$ cat config.mk
export PLATFORM = sky130hd
export DESIGN_NAME = seq_functional_unit
export DESIGN_NICKNAME = d
export VERILOG_FILES = /design/src/rtl/fu_pkg.sv /design/src/rtl/fu_seq_multiplier.sv /design/src/rtl/seq_functional_unit.sv
export SDC_FILE = /design/constraint.sdc
export NUM_CORES = 1
export LEC_CHECK = 0
export CORE_MARGIN = 5
export CORE_UTILIZATION = 45
export DETAILED_ROUTE_END_ITERATION = 6
export PLACE_DENSITY = 0.75
export SLEW_MARGIN = 10
export SYNTH_ARGS = -nofsm -noshare
export SYNTH_HDL_FRONTEND = slang
export SYNTH_SLANG_ARGS = --single-unit
$ cat constraint.sdc
create_clock -name clk -period 3.95 [get_ports clk]
set_input_delay 0.395 -clock clk [delete_from_list [all_inputs] [get_ports clk]]
set_output_delay 0.395 -clock clk [all_outputs]
set_load 0.02 [all_outputs]
$ cat src/rtl/fu_pkg.sv
// Shared opcode map, status bit positions and FSM encoding for the
// sequential functional unit.
package fu_pkg;

  localparam logic [3:0] OP_AND = 4'b0000;
  localparam logic [3:0] OP_OR  = 4'b0001;
  localparam logic [3:0] OP_NOT = 4'b0010;
  localparam logic [3:0] OP_XOR = 4'b0011;
  localparam logic [3:0] OP_ADD = 4'b0100;
  localparam logic [3:0] OP_SUB = 4'b0101;
  localparam logic [3:0] OP_MUL = 4'b1000;
  localparam logic [3:0] OP_SHL = 4'b1100;
  localparam logic [3:0] OP_SHR = 4'b1101;
  localparam logic [3:0] OP_SAL = 4'b1110;
  localparam logic [3:0] OP_SAR = 4'b1111;

  localparam int unsigned ST_N = 0;
  localparam int unsigned ST_Z = 1;
  localparam int unsigned ST_C = 2;
  localparam int unsigned ST_V = 3;

  typedef logic [1:0] fu_state_t;
  localparam fu_state_t IDLE = 2'd0;
  localparam fu_state_t MUL  = 2'd1;
  localparam fu_state_t DONE = 2'd2;

  // Opcode classes: 01x? is add/sub, 10xx is multiply.
  function automatic logic is_arith_op(input logic [3:0] op);
    return op[3:2] == OP_ADD[3:2];
  endfunction

  function automatic logic is_mul_op(input logic [3:0] op);
    return op[3:2] == OP_MUL[3:2];
  endfunction

  function automatic logic is_sub_op(input logic [3:0] op);
    return op[0] == OP_SUB[0];
  endfunction

endpackage

$ cat src/rtl/fu_seq_multiplier.sv
// Iterative shift-add multiplier over two WIDTH/2-bit operands, one
// multiplier bit per cycle, producing a WIDTH-bit product.
module fu_seq_multiplier #(
  parameter int unsigned WIDTH = 16
) (
  input  logic               clk,
  input  logic               reset_n,
  input  logic               i_start,
  input  logic [WIDTH/2-1:0] i_mcand,
  input  logic [WIDTH/2-1:0] i_mplier,
  output logic               o_done,
  output logic [WIDTH-1:0]   o_product
);
  localparam int unsigned HALF = WIDTH / 2;
  localparam int unsigned IW   = $clog2(HALF);
  localparam int unsigned CW   = IW + 1;
  localparam logic [CW-1:0] LAST = CW'(HALF - 1);

  logic [HALF-1:0]  r_mcand;
  logic [HALF-1:0]  r_mplier;
  logic [WIDTH-1:0] r_acc;
  logic [CW-1:0]    r_cnt;
  logic             r_busy;
  logic [IW-1:0]    w_idx;
  logic [WIDTH-1:0] w_addend;
  logic [WIDTH-1:0] w_acc_next;

  assign w_idx      = r_cnt[IW-1:0];
  assign w_addend   = {{HALF{1'b0}}, r_mcand} << w_idx;
  assign w_acc_next = r_mplier[w_idx] ? r_acc + w_addend : r_acc;

  // The final iteration is presented combinationally so the owner can
  // capture the product on the same edge that performs the last add.
  assign o_done    = r_busy && (r_cnt == LAST);
  assign o_product = w_acc_next;

  always_ff @(posedge clk or negedge reset_n) begin
    if (!reset_n) begin
      r_mcand  <= '0;
      r_mplier <= '0;
      r_acc    <= '0;
      r_cnt    <= '0;
      r_busy   <= 1'b0;
    end else if (i_start) begin
      r_mcand  <= i_mcand;
      r_mplier <= i_mplier;
      r_acc    <= '0;
      r_cnt    <= '0;
      r_busy   <= 1'b1;
    end else if (r_busy) begin
      r_acc <= w_acc_next;
      r_cnt <= r_cnt + CW'(1);
      if (o_done) begin
        r_busy <= 1'b0;
      end
    end
  end

endmodule

$ cat src/rtl/seq_functional_unit.sv
// Registered functional unit: single-cycle logic/arith/shift ops and an
// iterative multiply, with valid/ready handshakes and CVZN status.
module seq_functional_unit
  import fu_pkg::*;
#(
  parameter int unsigned WIDTH = 16
) (
  input  logic             clk,
  input  logic             reset_n,
  input  logic             in_valid,
  output logic             in_ready,
  input  logic [WIDTH-1:0] a,
  input  logic [WIDTH-1:0] b,
  input  logic [3:0]       opcode,
  output logic             out_valid,
  input  logic             out_ready,
  output logic [WIDTH-1:0] result,
  output logic [3:0]       status
);
  localparam int unsigned SHW  = $clog2(WIDTH);
  localparam int unsigned HALF = WIDTH / 2;

  fu_state_t        r_state;
  logic [WIDTH-1:0] r_result;
  logic [3:0]       r_status;

  logic             w_accept;
  logic             w_is_mul;
  logic             w_mul_start;
  logic             w_mul_done;
  logic [WIDTH-1:0] w_product;
  logic             w_sub;
  logic [WIDTH-1:0] w_bop;
  logic [WIDTH:0]   w_sum;
  logic [SHW-1:0]   w_sh;
  logic [WIDTH-1:0] w_alu;
  logic             w_c;
  logic             w_v;
  logic [3:0]       w_alu_status;
  logic [3:0]       w_mul_status;

  assign in_ready    = (r_state == IDLE) || ((r_state == DONE) && out_ready);
  assign out_valid   = (r_state == DONE);
  assign result      = r_result;
  assign status      = r_status;
  assign w_accept    = in_valid && in_ready;
  assign w_is_mul    = is_mul_op(opcode);
  assign w_mul_start = w_accept && w_is_mul;
  assign w_sh        = b[SHW-1:0];

  fu_seq_multiplier #(.WIDTH(WIDTH)) u_mul (
    .clk       (clk),
    .reset_n   (reset_n),
    .i_start   (w_mul_start),
    .i_mcand   (a[HALF-1:0]),
    .i_mplier  (b[HALF-1:0]),
    .o_done    (w_mul_done),
    .o_product (w_product)
  );

  always_comb begin
    w_alu = '0;
    w_c   = 1'b0;
    w_v   = 1'b0;
    w_sub = is_sub_op(opcode);
    w_bop = w_sub ? ~b : b;
    w_sum = {1'b0, a} + {1'b0, w_bop} + {{WIDTH{1'b0}}, w_sub};
    case (opcode)
      OP_AND:         w_alu = a & b;
      OP_OR:          w_alu = a | b;
      OP_NOT:         w_alu = ~a;
      OP_XOR:         w_alu = a ^ b;
      OP_SHL, OP_SAL: w_alu = a << w_sh;
      OP_SHR:         w_alu = a >> w_sh;
      OP_SAR:         w_alu = $signed(a) >>> w_sh;
      default: begin
        if (is_arith_op(opcode)) begin
          w_alu = w_sum[WIDTH-1:0];
          w_c   = w_sum[WIDTH];
          // carry into the MSB recovered from the sum bit and its operands
          w_v   = w_sum[WIDTH] ^ (w_sum[WIDTH-1] ^ a[WIDTH-1] ^ w_bop[WIDTH-1]);
        end
      end
    endcase
    w_alu_status       = '0;
    w_alu_status[ST_N] = w_alu[WIDTH-1];
    w_alu_status[ST_Z] = (w_alu == '0);
    w_alu_status[ST_C] = w_c;
    w_alu_status[ST_V] = w_v;
    w_mul_status       = '0;
    w_mul_status[ST_N] = w_product[WIDTH-1];
    w_mul_status[ST_Z] = (w_product == '0);
  end

  always_ff @(posedge clk or negedge reset_n) begin
    if (!reset_n) begin
      r_state  <= IDLE;
      r_result <= '0;
      r_status <= '0;
    end else begin
      case (r_state)
        IDLE, DONE: begin
          // IDLE and DONE share issue logic; in DONE an accept implies out_ready.
          if (w_accept) begin
            r_state <= w_is_mul ? MUL : DONE;
            if (!w_is_mul) begin
              r_result <= w_alu;
              r_status <= w_alu_status;
            end
          end else if (out_ready) begin
            r_state <= IDLE;
          end
        end
        MUL: begin
          if (w_mul_done) begin
            r_state  <= DONE;
            r_result <= w_product;
            r_status <= w_mul_status;
          end
        end
        default: r_state <= IDLE;
      endcase
    end
  end

endmodule

# Word-level counts from Yosys, hierarchy flattened
# Cells that the tools add are included.
[classes] add_sub_neg=4 n_lt_le_gt_ge=1 eq_ne=16 n_shift=4 mux=30 bitwise=8 reduce_logical=16
[op_table] operator="2-to-1 mux 16 bit" n=8
[op_table] operator="one-hot mux 16 bit (7 select lines)" n=1
[op_table] operator="zero test 16 bit" n=2
[op_table] operator="inverter 16 bit" n=2
[op_table] operator="one-hot mux 16 bit (2 select lines)" n=1
[op_table] operator="2-to-1 mux 4 bit" n=5
[op_table] operator="adder 16 x 16 -> 17 bit" n=1
[op_table] operator="adder 17 x 1 -> 17 bit" n=1
[op_table] operator="adder 16 bit" n=1
[op_table] operator="bitwise AND 16 bit" n=1
[op_table] operator="equality test 4 bit, second input constant" n=4
[op_table] operator="OR 16 bit" n=1
[op_table] operator="left shift 16 x 4 -> 16 bit" n=1
[op_table] operator="left shift 8 x 3 -> 16 bit" n=1
[op_table] operator="right shift 16 x 4 -> 16 bit" n=1
[op_table] operator=">>> shifter 16 x 4 -> 16 bit" n=1
[op_table] operator="XOR 16 bit" n=1
[op_table] operator="equality test 4 x 2 -> 1 bit, second input constant" n=2
[op_table] operator="2-to-1 mux 1 bit" n=8
[op_table] operator="2-to-1 mux 2 bit" n=4
[op_table] operator="one-hot mux 4 bit (2 select lines)" n=1
[op_table] operator="OR reduction 8 bit" n=1
[op_table] operator="adder 4 x 1 -> 4 bit, second input constant" n=1
[op_table] operator="equality test 2 x 1 -> 1 bit, second input constant" n=2
[op_table] operator="other kinds (18)" n=27
[totals] register_bits=59 inputBits=40 out_inout_bits=22 word_cells=87

# Longest topological paths before layout
[logic_depth] ltp_word=12 mapped_depth=17 depth_no_buf=15

# Hierarchy
# A second synthesis with hierarchy kept.
[unflattened] cells_unflattened=912 area_unflattened_um2=7657.3
[by_module_without_submodules] mod="seq_functional_unit" n_inst=1 cells_per_inst=615 area_per_inst_um2=4839.6 seq_area_each_um2=525.5
[by_module_without_submodules] mod="fu_seq_multiplier" n_inst=1 cells_per_inst=297 area_per_inst_um2=2817.7 seq_area_each_um2=925.9

# Worst setup path before layout
# No wires, ideal clock.
[synth_timing] kind="input-to-reg" startpoint="input port opcode[0]" endpoint="register r_status[1], in the netlist status[1]" setup_time_ns=0.067 arrival_time_ns=4.008 required_time_ns=3.883 path_slack_ns=-0.125 cell_stages=16 n_path_buf=4 path_cell_list="buf_4 buf_2 buf_1 buf_1 xor2_1 inv_1 fa_1 nor2b_1 o21ai_0 and4_1 a211o_1 or4b_1 or3_1 nor4_2 nand4_1 nand2_1"
[synth_between] elab_chain_cells=9 elab_cells_between_ends=18 classes_between="add/sub: 2; eq/ne: 7; mux: 6; reduce/logical: 3"
[synth_rtl] element="from (decl)" line="seq_functional_unit.sv:14" text="input logic [3:0] opcode,"
[synth_rtl] element="2-to-1 mux 16 bit" line="seq_functional_unit.sv:66" text="w_bop = w_sub ? ~b : b;"
[synth_rtl] element="adder 16 x 16 -> 17 bit" line="seq_functional_unit.sv:67" text="w_sum = {1'b0, a} + {1'b0, w_bop} + {{WIDTH{1'b0}}, w_sub};"
[synth_rtl] element="adder 17 x 1 -> 17 bit" line="seq_functional_unit.sv:67"
[synth_rtl] element="2-to-1 mux 16 bit" line="seq_functional_unit.sv:77" text="if (is_arith_op(opcode)) begin"
[synth_rtl] element="one-hot mux 16 bit (7 select lines) *" line="seq_functional_unit.sv:68" text="case (opcode)"
[synth_rtl] element="zero test 16 bit *" line="seq_functional_unit.sv:87" text="w_alu_status[ST_Z] = (w_alu == '0);"
[synth_rtl] element="2-to-1 mux 4 bit *" line="seq_functional_unit.sv:106" text="if (!w_is_mul) begin"
[synth_rtl] element="2-to-1 mux 4 bit *" line="seq_functional_unit.sv:104" text="if (w_accept) begin"
[synth_rtl] element="one-hot mux 4 bit (2 select lines) *" line="seq_functional_unit.sv:101" text="case (r_state)"
[synth_rtl] element="to (signal assigned)" line="seq_functional_unit.sv:108" text="r_status <= w_alu_status;"
[synth_rtl] element="to (signal assigned)" line="seq_functional_unit.sv:118" text="r_status <= w_mul_status;"
[synth_rtl] element="to (decl)" line="seq_functional_unit.sv:25" text="logic [3:0] r_status;"
# Mark *: on every way between the ends. The rest lies on a longest branch, timed or not. The select of a mux whose other input is x is not followed.
# A chain may end at the register's enable or synchronous reset.

# Final worst setup path
[layout_timing] startpoint="register u_mul.r_cnt[1]" endpoint="register r_result[12], in the netlist result[12]"
[layout_between] elab_chain_cells=5 elab_cells_between_ends=11 classes_between="add/sub: 1; eq/ne: 2; shift: 1; mux: 5; reduce/logical: 2"
[layout_rtl] element="from (decl)" line="fu_seq_multiplier.sv:22" text="logic [CW-1:0] r_cnt;"
[layout_rtl] element="from (signal assigned)" line="fu_seq_multiplier.sv:52" text="r_cnt <= r_cnt + CW'(1);"
[layout_rtl] element="left shift 8 x 3 -> 16 bit / binary-select mux 1 bit (select 3 bit) (equally long branches)" line="fu_seq_multiplier.sv:29, fu_seq_multiplier.sv:30"
[layout_rtl] element="adder 16 bit / 2-to-1 mux 1 bit (equally long branches)" line="fu_seq_multiplier.sv:30" text="assign w_acc_next = r_mplier[w_idx] ? r_acc + w_addend : r_acc;"
[layout_rtl] element="2-to-1 mux 16 bit" line="fu_seq_multiplier.sv:30"
[layout_rtl] element="2-to-1 mux 16 bit" line="seq_functional_unit.sv:115" text="if (w_mul_done) begin"
[layout_rtl] element="one-hot mux 16 bit (2 select lines)" line="seq_functional_unit.sv:101"
[layout_rtl] element="to (signal assigned)" line="seq_functional_unit.sv:107" text="r_result <= w_alu;"
[layout_rtl] element="to (signal assigned)" line="seq_functional_unit.sv:117" text="r_result <= w_product;"
[layout_rtl] element="to (decl)" line="seq_functional_unit.sv:24" text="logic [WIDTH-1:0] r_result;"
# Several ways; a longest one is shown, not always the timed one. The select of a mux whose other input is x is not followed.

==> results.json <==
{
  "status": "completed",
  "dr.pass1.iters": 5,
  "synth.avg_cell_area_um2": 8.66,
  "arrival_ns": 3.94,
  "p_total_mw": 6.23,
  "ant_nets": 0,
  "setup_viol": 0,
  "synth-seq-area-share_pct": 19.5,
  "nFillCells": 1495,
  "cts_buffers": 9,
  "crit_type": "reg -> reg",
  "stdcell_area_mm2": 0.00886,
  "n_antenna_cell": 0,
  "grt_max_degree": 56,
  "fmax_mhz": 268,
  "reg2reg_from": "u_mul.r_cnt[1]$_DFFE_PN0P_",
  "die_w_um": 139,
  "route.detailed.drc": 0,
  "viasPerCell": 6.38,
  "cts_tree": "built",
  "leakagePower_nw": 3.84,
  "yosysUniqueCellTypes": 81,
  "p_per_area_mw_per_mm2": 702,
  "hold_viol_final": 0,
  "worstPathRequired_ns": 4.16,
  "fin_crit_ns": 3.73,
  "insertion_delay_ns": 0.33,
  "relSlewSlack_pct": 41.5,
  "synth_fp_nets": 966,
  "skew_ns": 0.00668,
  "io_pins": 62,
  "clk_pin_slew_ns": 0.05,
  "routed_wl_um": 23300,
  "place_hpwl_um": 17700,
  "io_buffers": 61,
  "place_area_mm2": 0.00846,
  "grt_usage_pct": 23.8,
  "slew_violations": 0,
  "peakVddDrop_v": 0.000422,
  "antenna_found_initial": 0,
  "rsz0062_at_grt": "no",
  "post-route-period-util_pct": 94.5,
  "cts-htree-levels": 3,
  "drive_gt1_share_pct": 16.2,
  "grt_pass1_wl_um": 37500,
  "drt_first_iter_violations": 745,
  "area_growth_pct": 19.0,
  "regArea_mm2": 0.00145,
  "reg2reg_depth": 13,
  "wl_per_cell_um": 20.2,
  "r2r_slack_ns": 0.22,
  "clock_sinks": 58,
  "reg2reg_to": "result[12]$_DFFE_PN0P_",
  "overflow": 0,
  "syn-instance-count": 860,
  "setup_ws_ns": 0.217,
  "nNetsFinal": 1035,
  "place_ws_ns": 0.167,
  "start_util_pct": 45.4,
  "row_count": 47,
  "core_area_mm2": 0.0164,
  "async_flop_share_pct": 100,
  "ys_seq_elements": 58,
  "gp_congestion": 0.918,
  "endpoint_kind": "register",
  "cp-start-kind": "register",
  "worst_pin_slew_ns": 0.866,
  "syn_area_mm2": 0.00745,
  "die-area_mm2": 0.0192,
  "clockBufferDepth": 2,
  "cp_max_fo": 6,
  "ys.warnings.count": 0,
  "synth_edf_count": 0,
  "grt_pass1_vias": 6974,
  "fin_tns_setup_ns": 0,
  "dieHeight_um": 139,
  "multiInputGateArea_mm2": 0.00553,
  "synth_top_flop_cell": "dfrtp_1",
  "cap_violations": 0,
  "via_count": 7363,
  "holdCritPathClass": "in -> async",
  "cts_root_buf": "clkbuf_16"
}
metal layers:
| metal | part of all wire, % | GRT usage (%) | up-vias |
|---|---|---|---|
| li1 | - | - | 3363 |
| met1 | 45 | 35.2 | 3614 |
| met2 | 46 | 36.9 | 342 |
| met3 | 7.4 | 3.21 | 44 |
| met4 | 2.2 | 6.44 | 0 |
| met5 | 0 | 0 | - |
how the worst max path moves through the flow:
| stage | start | end | slack, ns | cells past startpoint |
|---|---|---|---|---|
| 2_1_floorplan | opcode[0] | status[1]$_DFFE_PN0P_ | 0.12 | 16 |
| 3_3_place_gp | a[0] | status[1]$_DFFE_PN0P_ | 0.23 | 13 |
| 3_5_place_dp | a[0] | status[1]$_DFFE_PN0P_ | 0.17 | 13 |
| 4_1_cts | u_mul.r_cnt[1]$_DFFE_PN0P_ | result[12]$_DFFE_PN0P_ | 0.19 | 13 |
| 5_1_grt | u_mul.r_cnt[1]$_DFFE_PN0P_ | status[1]$_DFFE_PN0P_ | 0.009 | 17 |
| 6_report | u_mul.r_cnt[1]$_DFFE_PN0P_ | result[12]$_DFFE_PN0P_ | 0.22 | 13 |
placed cells by master, fill, tap and decap left out, types with 19 or more instances in the layout:
cell type         n
o21ai_0          30
inv_1            53
nor3_1           19
ha_1             64
xor2_1           22
dfrtp_1          58
mux4_2           37
a21oi_1          30
nor2_1           87
mux2_2           26
mux2i_1          34
nand3_1          20
nand2_1          56
buf_4            49
a211oi_1         24
clkdlybuf4s50_1  57
o21ai_1          19
final cells by class:
type	instances	area share (%)
Clock buffer	12	3.01
Clock inverter	4	1.36
Inverter	61	2.58
Multi-Input combinational cell	687	62.4
Sequential cell	58	16.4
Tap cell	220	3.11
Timing Repair Buffer	112	11.2
sequential cells by signal (all words and copies together) (netlist names):
name,cells
u_mul.r_cnt,4
r_state,2
u_mul.r_mcand,8
u_mul.r_acc,16
status,4
result,15
u_mul.r_busy,1
u_mul.r_mplier,8
through the flow:
stage | util [%] | cells | hold slack [ns]
2_1_floorplan | - | 860 | 0.0994
3_3_place_gp | 51.6 | 1137 | 0.197
3_5_place_dp | 51.6 | 1137 | 0.198
4_1_cts | 54.0 | 1154 | 0.395
5_1_grt | 54.0 | 1154 | 0.426
6_report | 54.0 | 1154 | 0.400
repair_timing:
| action | in CTS | in global routing |
|---|---|---|
| buffers inserted | 0 | 0 |
| gates resized for setup | 0 | 1 |
| hold buffers | 1 | 0 |
| endpoints found under the setup margin | 0 | 2 |
| hold endpoints to repair | 3 | 0 |
worst max-delay path, stage by stage (launching register included):
cell and delay, ns:
dfrtp_1 0.47, buf_4 0.19, mux2_2 0.34, o21ai_0 0.27, mux2i_1 0.16, ha_1 0.35
and2_1 0.20, nand3_1 0.09, and3b_1 0.17, o41a_1 0.40, or3_1 0.32, a31oi_2 0.28
nor2_1 0.09, a221o_1 0.28
power breakdown:
part,internal [mW],leakage (nW),switching (mW)
Sequential,0.885,0.714,0.243
Combinational,1.80,2.93,2.28
Clock,0.732,0.189,0.282
Total,3.42,3.84,2.81
kinds of logic after synthesis:
kind of cell / after synthesis / share of synthesized area [%]
AND/OR/NAND/NOR: 263 / 17.2
XOR/XNOR: 34 / 4.00
flip-flops: 58 / 19.5
AO/OA/AOI/OAI: 223 / 21.3
adder cells (fa/ha/maj): 66 / 11.3
multiplexers: 101 / 20.4
buffers and inverters: 115 / 6.33
Yosys cell counts (all sizes together), types with 7 or more instances:
library cell | n | area (µm²)
nand4 | 8 | 50.1
mux2i | 35 | 363
nand3 | 20 | 100
mux4 | 37 | 833
o2111ai | 7 | 61.3
buf | 23 | 126
nand2 | 56 | 210
nor3 | 19 | 95.1
a211oi | 24 | 180
o21ai | 49 | 245
a22oi | 9 | 67.6
nor2 | 88 | 330
a221oi | 7 | 73.8
xnor2 | 12 | 105
ha | 64 | 801
dfrtp | 58 | 1450
clkbuf | 31 | 116
xor2 | 22 | 193
a31oi | 10 | 62.6
nand2b | 14 | 87.6
mux2 | 29 | 327
and3 | 9 | 56.3
nor2b | 13 | 81.3
a21o | 8 | 60.1
o31ai | 7 | 52.6
inv | 58 | 218
and2 | 8 | 50.1
a211o | 7 | 61.3
a21oi | 30 | 150
o211ai | 10 | 75.1
Note: power is estimated with default switching activity, not from simulation.
